`config.mk`:
```
export PLATFORM = sky130hd
export DESIGN_NAME = alu_seq
export DESIGN_NICKNAME = d
export VERILOG_FILES = /design/src/rtl/alu_seq.sv
export SDC_FILE = /design/constraint.sdc
export NUM_CORES = 1
export LEC_CHECK = 0
export ABC_AREA = 1
export CAP_MARGIN = 0
export CORE_ASPECT_RATIO = 0.9
export CORE_MARGIN = 2
export CORE_UTILIZATION = 30
export CTS_CLUSTER_DIAMETER = 200
export DETAILED_ROUTE_END_ITERATION = 8
export PLACE_DENSITY = 0.5
export SETUP_SLACK_MARGIN = 0.5
export SYNTH_ARGS = -nofsm -noshare
export SYNTH_HDL_FRONTEND = slang
export SYNTH_SLANG_ARGS = --single-unit
```
`constraint.sdc`:
```
create_clock -name CLK -period 3.45 [get_ports CLK]
set_input_delay 1.035 -clock CLK [delete_from_list [all_inputs] [get_ports CLK]]
set_output_delay 1.035 -clock CLK [all_outputs]
set_load 0.02 [all_outputs]
```
`src/rtl/alu_seq.sv`:
```
// alu_seq: multi-cycle, handshaked ALU with a full flag set.
//
// Accepts one operation at a time over a valid/ready input handshake. The
// operation is iterated in BUSY: shifts move one bit per step and MUL does
// one shift-add per step. The result and flags are then held in DONE until
// the consumer accepts them over the output handshake.
//
// Ports:
//   CLK        clock; all state changes on the rising edge
//   RST_N      asynchronous active-low reset
//   IN_VALID   operation request valid
//   IN_READY   high in IDLE; the block can accept an operation
//   SEL        opcode: AND OR XOR ADD SUB SHL SHR MUL (000..111)
//   A, B       operands; for shifts the amount is B[SW-1:0]
//   OUT_VALID  result valid (DONE state)
//   OUT_READY  consumer accepts the result
//   O          2*WIDTH result; the upper half is nonzero only for MUL
//   CARRY      carry / borrow / last shift-out / high half of product nonzero
//   ZERO       O == 0
//   NEG        sign bit of the result (O[2*WIDTH-1] for MUL)
//   OVF        signed overflow for ADD/SUB
module alu_seq #(
  parameter int WIDTH = 8
) (
  input  logic               CLK,
  input  logic               RST_N,
  input  logic               IN_VALID,
  output logic               IN_READY,
  input  logic [2:0]         SEL,
  input  logic [WIDTH-1:0]   A,
  input  logic [WIDTH-1:0]   B,
  output logic               OUT_VALID,
  input  logic               OUT_READY,
  output logic [2*WIDTH-1:0] O,
  output logic               CARRY,
  output logic               ZERO,
  output logic               NEG,
  output logic               OVF
);

  localparam int SW = $clog2(WIDTH);
  // The counter must be able to hold WIDTH itself for MUL.
  localparam int CW = $clog2(WIDTH + 1);

  localparam logic [2:0] OP_AND = 3'b000;
  localparam logic [2:0] OP_OR  = 3'b001;
  localparam logic [2:0] OP_XOR = 3'b010;
  localparam logic [2:0] OP_ADD = 3'b011;
  localparam logic [2:0] OP_SUB = 3'b100;
  localparam logic [2:0] OP_SHL = 3'b101;
  localparam logic [2:0] OP_SHR = 3'b110;
  localparam logic [2:0] OP_MUL = 3'b111;

  typedef enum logic [1:0] {S_IDLE, S_BUSY, S_DONE} state_t;

  state_t               state_q, state_d;
  logic [2:0]           sel_q, sel_d;
  logic [WIDTH-1:0]     a_q, a_d;
  logic [WIDTH-1:0]     b_q, b_d;       // multiplier for MUL, shifted right each step
  logic [2*WIDTH-1:0]   work_q, work_d; // shift value, or multiplicand for MUL
  logic [2*WIDTH-1:0]   acc_q, acc_d;   // product accumulator
  logic [CW-1:0]        cnt_q, cnt_d;
  logic                 shc_q, shc_d;   // last bit shifted out
  logic [2*WIDTH-1:0]   o_q, o_d;
  logic                 carry_q, carry_d;
  logic                 zero_q, zero_d;
  logic                 neg_q, neg_d;
  logic                 ovf_q, ovf_d;

  // Result of the finalise step, computed from the operand/working registers.
  logic [WIDTH:0]       sum_w, diff_w;
  logic [2*WIDTH-1:0]   res_o;
  logic                 res_c, res_v;

  assign sum_w  = {1'b0, a_q} + {1'b0, b_q};
  // The extra top bit of the difference is the borrow.
  assign diff_w = {1'b0, a_q} - {1'b0, b_q};

  always_comb begin
    res_o = '0;
    res_c = 1'b0;
    res_v = 1'b0;
    case (sel_q)
      OP_AND: res_o = {{WIDTH{1'b0}}, a_q & b_q};
      OP_OR:  res_o = {{WIDTH{1'b0}}, a_q | b_q};
      OP_XOR: res_o = {{WIDTH{1'b0}}, a_q ^ b_q};
      OP_ADD: begin
        res_o = {{WIDTH{1'b0}}, sum_w[WIDTH-1:0]};
        res_c = sum_w[WIDTH];
        res_v = (a_q[WIDTH-1] == b_q[WIDTH-1]) && (sum_w[WIDTH-1] != a_q[WIDTH-1]);
      end
      OP_SUB: begin
        res_o = {{WIDTH{1'b0}}, diff_w[WIDTH-1:0]};
        res_c = diff_w[WIDTH];
        res_v = (a_q[WIDTH-1] != b_q[WIDTH-1]) && (diff_w[WIDTH-1] != a_q[WIDTH-1]);
      end
      OP_SHL, OP_SHR: begin
        res_o = {{WIDTH{1'b0}}, work_q[WIDTH-1:0]};
        res_c = shc_q;
      end
      default: begin // OP_MUL
        res_o = acc_q;
        res_c = |acc_q[2*WIDTH-1:WIDTH];
      end
    endcase
  end

  always_comb begin
    state_d = state_q;
    sel_d   = sel_q;
    a_d     = a_q;
    b_d     = b_q;
    work_d  = work_q;
    acc_d   = acc_q;
    cnt_d   = cnt_q;
    shc_d   = shc_q;
    o_d     = o_q;
    carry_d = carry_q;
    zero_d  = zero_q;
    neg_d   = neg_q;
    ovf_d   = ovf_q;
    case (state_q)
      S_IDLE: begin
        if (IN_VALID) begin
          sel_d  = SEL;
          a_d    = A;
          b_d    = B;
          work_d = {{WIDTH{1'b0}}, A};
          acc_d  = '0;
          shc_d  = 1'b0;
          case (SEL)
            OP_SHL, OP_SHR: cnt_d = CW'(B[SW-1:0]);
            OP_MUL:         cnt_d = CW'(WIDTH);
            default:        cnt_d = '0;
          endcase
          state_d = S_BUSY;
        end
      end
      S_BUSY: begin
        if (cnt_q == '0) begin
          o_d     = res_o;
          carry_d = res_c;
          zero_d  = (res_o == '0);
          neg_d   = (sel_q == OP_MUL) ? res_o[2*WIDTH-1] : res_o[WIDTH-1];
          ovf_d   = res_v;
          state_d = S_DONE;
        end else begin
          cnt_d = cnt_q - 1'b1;
          case (sel_q)
            OP_SHL: begin
              shc_d  = work_q[WIDTH-1];
              work_d = {{WIDTH{1'b0}}, work_q[WIDTH-2:0], 1'b0};
            end
            OP_SHR: begin
              shc_d  = work_q[0];
              work_d = {{WIDTH{1'b0}}, 1'b0, work_q[WIDTH-1:1]};
            end
            OP_MUL: begin
              if (b_q[0]) begin
                acc_d = acc_q + work_q;
              end
              work_d = work_q << 1;
              b_d    = b_q >> 1;
            end
            default: ;
          endcase
        end
      end
      S_DONE: begin
        if (OUT_READY) begin
          state_d = S_IDLE;
        end
      end
      default: state_d = S_IDLE;
    endcase
  end

  always_ff @(posedge CLK or negedge RST_N) begin
    if (!RST_N) begin
      state_q <= S_IDLE;
      sel_q   <= '0;
      a_q     <= '0;
      b_q     <= '0;
      work_q  <= '0;
      acc_q   <= '0;
      cnt_q   <= '0;
      shc_q   <= 1'b0;
      o_q     <= '0;
      carry_q <= 1'b0;
      zero_q  <= 1'b0;
      neg_q   <= 1'b0;
      ovf_q   <= 1'b0;
    end else begin
      state_q <= state_d;
      sel_q   <= sel_d;
      a_q     <= a_d;
      b_q     <= b_d;
      work_q  <= work_d;
      acc_q   <= acc_d;
      cnt_q   <= cnt_d;
      shc_q   <= shc_d;
      o_q     <= o_d;
      carry_q <= carry_d;
      zero_q  <= zero_d;
      neg_q   <= neg_d;
      ovf_q   <= ovf_d;
    end
  end

  assign IN_READY  = (state_q == S_IDLE);
  assign OUT_VALID = (state_q == S_DONE);
  assign O         = o_q;
  assign CARRY     = carry_q;
  assign ZERO      = zero_q;
  assign NEG       = neg_q;
  assign OVF       = ovf_q;

endmodule

```
* Yosys cells after proc, flatten, opt, wreduce, memory -nomap -nowiden
Index checks and enable logic that the tools add are counted.
Storage, ports and cells: bits of input ports 23, logic and storage cells 92, register bits 78
Operators by class: muxes and demuxes 29, $add $sub $neg 4, reductions and logical operators 19, equality and inequality tests 24, bitwise operators 3
Operators with widths (count):
- $mux W16 | 6
- $pmux W16 S6 | 1
- $pmux W16 S2 | 2
- $pmux W16 S3 | 1
- $mux W8 | 3
- $eq A3 B3 Y1 const B | 7
- $add A16 B16 Y16 | 1
- $logic_not A16 Y1 | 1
- $pmux W4 S2 | 2
- $pmux W8 S2 | 1
- $reduce_and A4 Y1 | 3
- $ne A2 B2 Y1 const B | 5
- $add A8 B8 Y9 | 1
- $sub A8 B8 Y9 | 1
- $and A8 B8 Y8 | 1
- $mux W4 | 2
- $or A8 B8 Y8 | 1
- $reduce_or A8 Y1 | 1
- $xor A8 B8 Y8 | 1
- $eq A3 B2 Y1 const B | 2
- $mux W2 | 3
- $pmux W1 S2 | 3
- $pmux W2 S3 | 1
- $reduce_and A3 Y1 | 2
- 20 further kinds | 27

* Logic depth before layout (Yosys ltp)
Gate-level depths: netlist of the first run.
depth after elaboration 5, depth in mapped cells 17, depth with buffers taken out 17

* Worst setup path after synthesis of the first run
No wires, ideal clock.
kind in2reg, start point input port IN_VALID, end point register acc_q[7], setup time 0.128 ns, stages on the path 10, path buffers 0, data arrival time 1.977 ns, slack 1.345 ns, cells stage by stage nand2_1 -> inv_1 -> a21oi_4 -> nor2_8 -> o21ai_4 -> nor2_8 -> inv_4 -> a21oi_2 -> o21ai_1 -> o21ai_0
On the way: cells in the longest elaborated chain, start to end 2
RTL lines:
- start: declaration | RTL line 27 | input logic IN_VALID,
- $ne A2 B2 Y1 (no line)
- $reduce_and A5 Y1 (no line)
- end signal: assignment | RTL line 185 | acc_q <= '0;
- end signal: assignment | RTL line 199 | acc_q <= acc_d;
- end: declaration | RTL line 61 | logic [2*WIDTH-1:0] acc_q, acc_d;
No other way between the ends. A chain may end at the register's enable or synchronous reset.

* Final worst setup path of the first run
start point register state_q[0], end point output port IN_READY
On the way: cells in the longest elaborated chain, start to end 1
RTL lines:
- start: declaration | RTL line 56 | state_t state_q, state_d;
- start signal: assignment | RTL line 194 | state_q <= state_d;
- $logic_not A2 Y1 | RTL line 210 | assign IN_READY = (state_q == S_IDLE);
- end: declaration | RTL line 28 | output logic IN_READY,
No other way between the ends.

==> results of run 1 <==
-- power groups by stage --
stage | clock (mW) | combinational (mW) | sequential, mW
2_1_floorplan | 0 | 2.66 | 1.53
3_3_place_gp | 0 | 3.72 | 1.62
3_5_place_dp | 0 | 3.72 | 1.63
6_report | 1.03 | 3.73 | 1.61
5_1_grt | 1.09 | 4.29 | 1.66
4_1_cts | 1.06 | 3.74 | 1.61
-- logic make-up (layout without fill, tap and decap cells) --
family                   count (synthesis)  in the layout  share of synthesized area [%]
AO/OA/AOI/OAI                          166            166                           16.5
XOR/XNOR                                 5              5                          0.795
adder cells (fa/ha/maj)                 44             44                           10.4
buffers and inverters                  135            180                           9.48
flip-flops                              78             78                           35.5
AND/OR/NAND/NOR                        347            347                           27.3
-- critical path, delay by kind of cell, from the launching register on --
| kind | cells | cell delay [ps] |
|---|---|---|
| buffers and inverters | 1 | 630 |
| DFF | 1 | 430 |
| and+or+nand+nor | 1 | 150 |
-- metal layers --
| layer | GRT usage (%) | wire length, µm |
|---|---|---|
| met5 | 0 | 0 |
| met4 | 5.02 | 228 |
| met3 | 3.10 | 604 |
| met2 | 23.9 | 6270 |
| met1 | 27.7 | 8960 |
-- cell type report --
cell class	instances	area, µm²	area share, %
clock buffer	12	246	3.77
clock inverter	4	70.1	1.07
inverter	112	423	6.47
multi-input combinational	562	3040	46.4
sequential	78	1950	29.9
tap	240	300	4.59
timing repair buffer	52	510	7.81
-- worst max path at each step --
stage | to | start | cells past startpoint
2_1_floorplan | acc_q[7] | IN_VALID | 10
3_3_place_gp | acc_q[7] | IN_VALID | 11
3_5_place_dp | acc_q[7] | IN_VALID | 11
4_1_cts | IN_READY | state_q[0] | 2
5_1_grt | O[7] | cnt_q[0] | 7
6_report | IN_READY | state_q[0] | 2
-- cell usage after synthesis (2+ instances only) --
| cell type | n | area share, % |
|---|---|---|
| a21oi_1 | 37 | 3.4 |
| a21oi_2 | 4 | 0.64 |
| a31oi_1 | 3 | 0.34 |
| buf_2 | 7 | 0.64 |
| clkbuf_1 | 14 | 0.95 |
| clkinv_1 | 2 | 0.14 |
| dfrtp_1 | 78 | 35 |
| fa_1 | 3 | 1.1 |
| ha_1 | 41 | 9.3 |
| inv_1 | 105 | 7.2 |
| inv_2 | 4 | 0.27 |
| nand2_1 | 204 | 14 |
| nand2_4 | 2 | 0.41 |
| nand3_1 | 69 | 6.3 |
| nand4_1 | 12 | 1.4 |
| nor2_1 | 45 | 3.1 |
| nor2_8 | 3 | 1.1 |
| nor3_1 | 7 | 0.64 |
| nor4_1 | 2 | 0.23 |
| o211ai_1 | 7 | 0.95 |
| o21ai_0 | 96 | 8.7 |
| o21ai_1 | 7 | 0.64 |
| o21bai_1 | 2 | 0.27 |
| o22ai_1 | 4 | 0.45 |
| o31ai_1 | 2 | 0.27 |
| xor2_1 | 4 | 0.64 |
-- registers in the layout, summed over array words and instances (netlist names) --
name,count
CARRY,1
shc_q,1
OVF,1
O,16
state_q,2
sel_q,3
a_q,8
ZERO,1
work_q,16
acc_q,16
NEG,1
b_q,8
cnt_q,4
==> out/results.ini, run 1 <==
[run_status]
status = completed

[timing]
hold_slack_ps = 482
clock_skew_ps = 4.79
max_freq_mhz = 387
rsz0062_at_grt = no
slew_viol_final = 0
period_minus_slack_ps = 2590
hold_viol_final = 0
max_slew_margin_pct = 56.1
setup_violations = 0
setup_ws_ps = 863
finalCritPeriodShare_pct = 75.0
fin_tns_setup_ps = 0
worst-slew-pin-transition_ps = 657

[synth]
yosysSeqAreaShare_pct = 35.5
synth_area_um2 = 5510
yosys_warnings = 0
synth_edf_count = 0
synth_top_flop_cell = dfrtp_1
synth_cell_type_count = 37
synth.net_count = 842
async_flop_share_pct = 100
synthCells = 775
yosys_register_bits = 78
syn_avg_cell_area_um2 = 7.10

[clock_network]
cts_tree = done
cts.repair.resized = 0
clockRootBuffer = clkbuf_16
cts_setup_buffers = 0
hold_buffers = 0
cts_made_buffers = 9
clock_path_buffers = 2
clk_pin_slew_worst_paths_ps = 60
clkSinkCount = 78
clock_latency_ps = 350
h-tree-depth = 3

[global_route]
grt_overflow_total = 0
grt_max_degree = 45
grt_antenna_before_repair = 0
grt_pass1_vias = 4843
grt_first_pass_wirelength_mm = 26.7
grt_usage_pct = 17.5

[worst_hold_path]
whs_path_depth = 2
holdPathEnd = O[7]
min_from = O[7]
hp-class = reg2reg

[placed_design]
placed_area_um2 = 6220
io_buffers = 44
gp_congestion = 0.893
dp_cells = 1044
detailedPlacementHpwl_mm = 12.5
place_ws_ps = 622

[layout]
fin_cells = 1060
fin_nets = 882
final_cell_mix = nand2_1 (204), inv_1 (105), o21ai_0 (96)
layout_commonest_cell = nand2_1
fill_cells = 1908
diodes = 0
final_util_pct = 36.8
postLayoutCellArea_um2 = 6540
drive_above_1_share_pct = 5.12
syn2layout_area_growth_pct = 18.8

[die]
die_w_um = 147
die_h_um = 133
rows = 46
io_pins = 45
initial_core_util_pct = 31.0
fp.coreArea_um2 = 17800
dieArea_um2 = 19500

[power]
power_density_nw_per_um2 = 976
power.share.switching_pct = 50.8
power_mw = 6.38
peakVddDrop_uv = 404
p_int_mw = 3.14
p_comb_share_pct = 58.5
power_frac_clock_pct = 16.2
p_leak_nw = 3.22
p_switching_mw = 3.24
seq_power_share_pct = 25.3

[routing]
drt_iter0_drc = 331
dr.pass1.iters = 6
num_vias = 5049
antenna_left = 0
drc = 0
viasPerCell = 4.76
wl_mm = 16.1
routedWlPerCell_um = 15.1

[setup_path]
worst_path_max_delay_cell = clkdlybuf4s50_1
cp-end-kind = output pin
rr_endpoint = O[2]
cp.required_ps = 2410
crit_chain = nor2_1, clkdlybuf4s50_1
cp_slowest_stage_delay_ps = 630
reg2regPathDepth = 8
arrival_ps = 1550
path_class = reg2out
rrSetupSlack_ps = 960
timing.rr.start = cnt_q[0]
cp_max_fo = 4
start_kind = flop

[job]
drv_cap = 0

No activity file was read; power rests on OpenSTA's default activity.
==> run 2, diff against run 1 <==
Clock period 3.45 ns to 2.56 ns, I/O delays scaled along.
==> out/results.ini, run 2 (same netlist as run 1, synthesis figures left out) <==
[placed_design]
io_buffers = 44  ; unchanged
gp_congestion = 0.855  ; -4.3%
detailedPlacementHpwl_mm = 12.7  ; +1.1%

[power]
p_leak_nw = 3.46  ; +7.4%
power_mw = 9.31  ; +46%
p_int_mw = 4.68  ; +49%
peakVddDrop_uv = 596  ; +48%
power_density_nw_per_um2 = 1340  ; +38%
power.share.switching_pct = 49.7  ; -1.1 points
power_frac_clock_pct = 15.6  ; -0.6 points
seq_power_share_pct = 22.7  ; -2.6 points
p_switching_mw = 4.63  ; +43%
p_comb_share_pct = 61.7  ; +3.2 points

[setup_path]
rr_endpoint = ZERO
rrSetupSlack_ps = 410  ; -550 ps
path_class = reg2reg
timing.rr.start = a_q[0]
arrival_ps = 2390  ; +840 ps
cp_max_fo = 3  ; -1
cp.required_ps = 2800  ; +390 ps
start_kind = flop
cp-end-kind = flop
reg2regPathDepth = 15  ; +7

[global_route]
grt_overflow_total = 0  ; unchanged
grt_pass1_vias = 4774  ; -1.4%
grt_usage_pct = 17.5  ; -0.050 points
grt_first_pass_wirelength_mm = 26.5  ; -0.67%
grt_antenna_before_repair = 0  ; unchanged
grt_max_degree = 35  ; -22%

[die]
rows = 46  ; unchanged
initial_core_util_pct = 31.0  ; unchanged
die_w_um = 147  ; unchanged
die_h_um = 133  ; unchanged
fp.coreArea_um2 = 17800  ; unchanged
dieArea_um2 = 19500  ; unchanged
io_pins = 45  ; unchanged

[layout]
final_cell_mix = nand2_1 (194), inv_1 (101), o21ai_0 (91)
drive_above_1_share_pct = 13.5  ; +8.3 points
syn2layout_area_growth_pct = 25.8
fin_nets = 909  ; +3.1%
layout_commonest_cell = nand2_1
diodes = 0  ; unchanged

[routing]
drc = 0  ; unchanged
dr.pass1.iters = 5  ; -1
antenna_left = 0  ; unchanged
drt_iter0_drc = 355  ; +7.3%
wl_met2_mm = 6.55  ; +4.6%
met1_length_mm = 8.87  ; -1.0%
num_vias = 5247  ; +3.9%
dr.max_layer_used = met4
routedWlPerCell_um = 15.1  ; -0.17%
route.met3.wl_um = 828  ; +37%
viasPerCell = 4.83  ; +1.3%
wl_mm = 16.4  ; +2.4%

[clock_network]
clkSinkCount = 78  ; unchanged
cts_made_buffers = 9  ; unchanged
cts_tree = done
hold_buffers = 0  ; unchanged
clock_latency_ps = 350  ; about the same
clockRootBuffer = clkbuf_16
clk_pin_slew_worst_paths_ps = 60  ; about the same
h-tree-depth = 3  ; unchanged
clock_path_buffers = 2  ; unchanged

[timing]
slew_viol_final = 0  ; unchanged
clock_skew_ps = 8.15  ; +3.36 ps
fin_tns_setup_ps = 0  ; unchanged
max_freq_mhz = 466
hold_viol_final = 0  ; unchanged
worst-slew-pin-transition_ps = 539  ; -117 ps
setup_violations = 0  ; unchanged
finalCritPeriodShare_pct = 83.8
max_slew_margin_pct = 63.9  ; +7.8 points
period_minus_slack_ps = 2150
rsz0062_at_grt = yes

[run_status]
status = completed

[job]
drv_cap = 0  ; unchanged

[worst_hold_path]
hp-class = in2async

run 2: worst max-delay path by stage:
stage                         start         to  slack [ps]  cells past startpoint
after CTS                    a_q[0]       ZERO         420                     17
after floorplan           work_q[0]  acc_q[12]         620                     15
after detailed placement   IN_VALID   acc_q[7]          50                     11
final                        a_q[0]       ZERO         410                     15
after global routing         a_q[0]       ZERO         290                     15
after global placement     IN_VALID   acc_q[7]          90                     11
run 2: layout make-up:
type,count,area [µm²]
flip-flops and latches,78,1960
repair buffers,79,698
well taps,240,300
inverters,112,425
clock inverters,4,77.6
clock buffers,12,256
fillers,1845,10900
multi-input cells,562,3210
run 2: through the flow:
stage,cell area (µm²),util [%],setup slack (ps),hold slack (ps),cells
after floorplan,5510,-,620,472,775
after global placement,6350,35.7,85.8,465,1059
after detailed placement,6350,35.7,51.9,469,1059
after CTS,6720,37.8,424,354,1078
after global routing,6920,38.9,294,367,1087
final,6920,38.9,414,345,1087
run 2: worst max-delay path, cell delays in order, from the launching register on:
cell and delay (ps):
dfrtp_1 420, inv_2 70, ha_1 160, inv_2 50, fa_2 370, buf_4 160
nand2_1 60, nand3_1 100, o21ai_1 140, nand2_1 80, nand3_1 110, nand2_1 90
nand2_1 80, inv_1 40, nand3_1 70, nand2_1 50
run 2: timing repair:
action	4_1_cts	5_1_grt
hold endpoints to repair	0	0
gates resized for setup	39	40
setup endpoints to repair	37	22
pin swaps	4	14
buffers inserted	3	9
run 2: routing by layer:
| metal | global-route usage, % | vias up |
|---|---|---|
| met5 | 0 | - |
| met4 | 4.48 | 0 |
| met3 | 3.07 | 9 |
| met2 | 23.4 | 140 |
| met1 | 28.2 | 2413 |
| li1 | - | 2685 |
run 2: power groups by stage:
stage | Sequential (mW) | Combinational [mW] | Clock (mW)
after floorplan | 2.07 | 3.59 | 0
after CTS | 2.11 | 5.36 | 1.49
after global placement | 2.13 | 5.29 | 0
after detailed placement | 2.12 | 5.27 | 0
after global routing | 2.17 | 6.44 | 1.54
final | 2.11 | 5.74 | 1.46
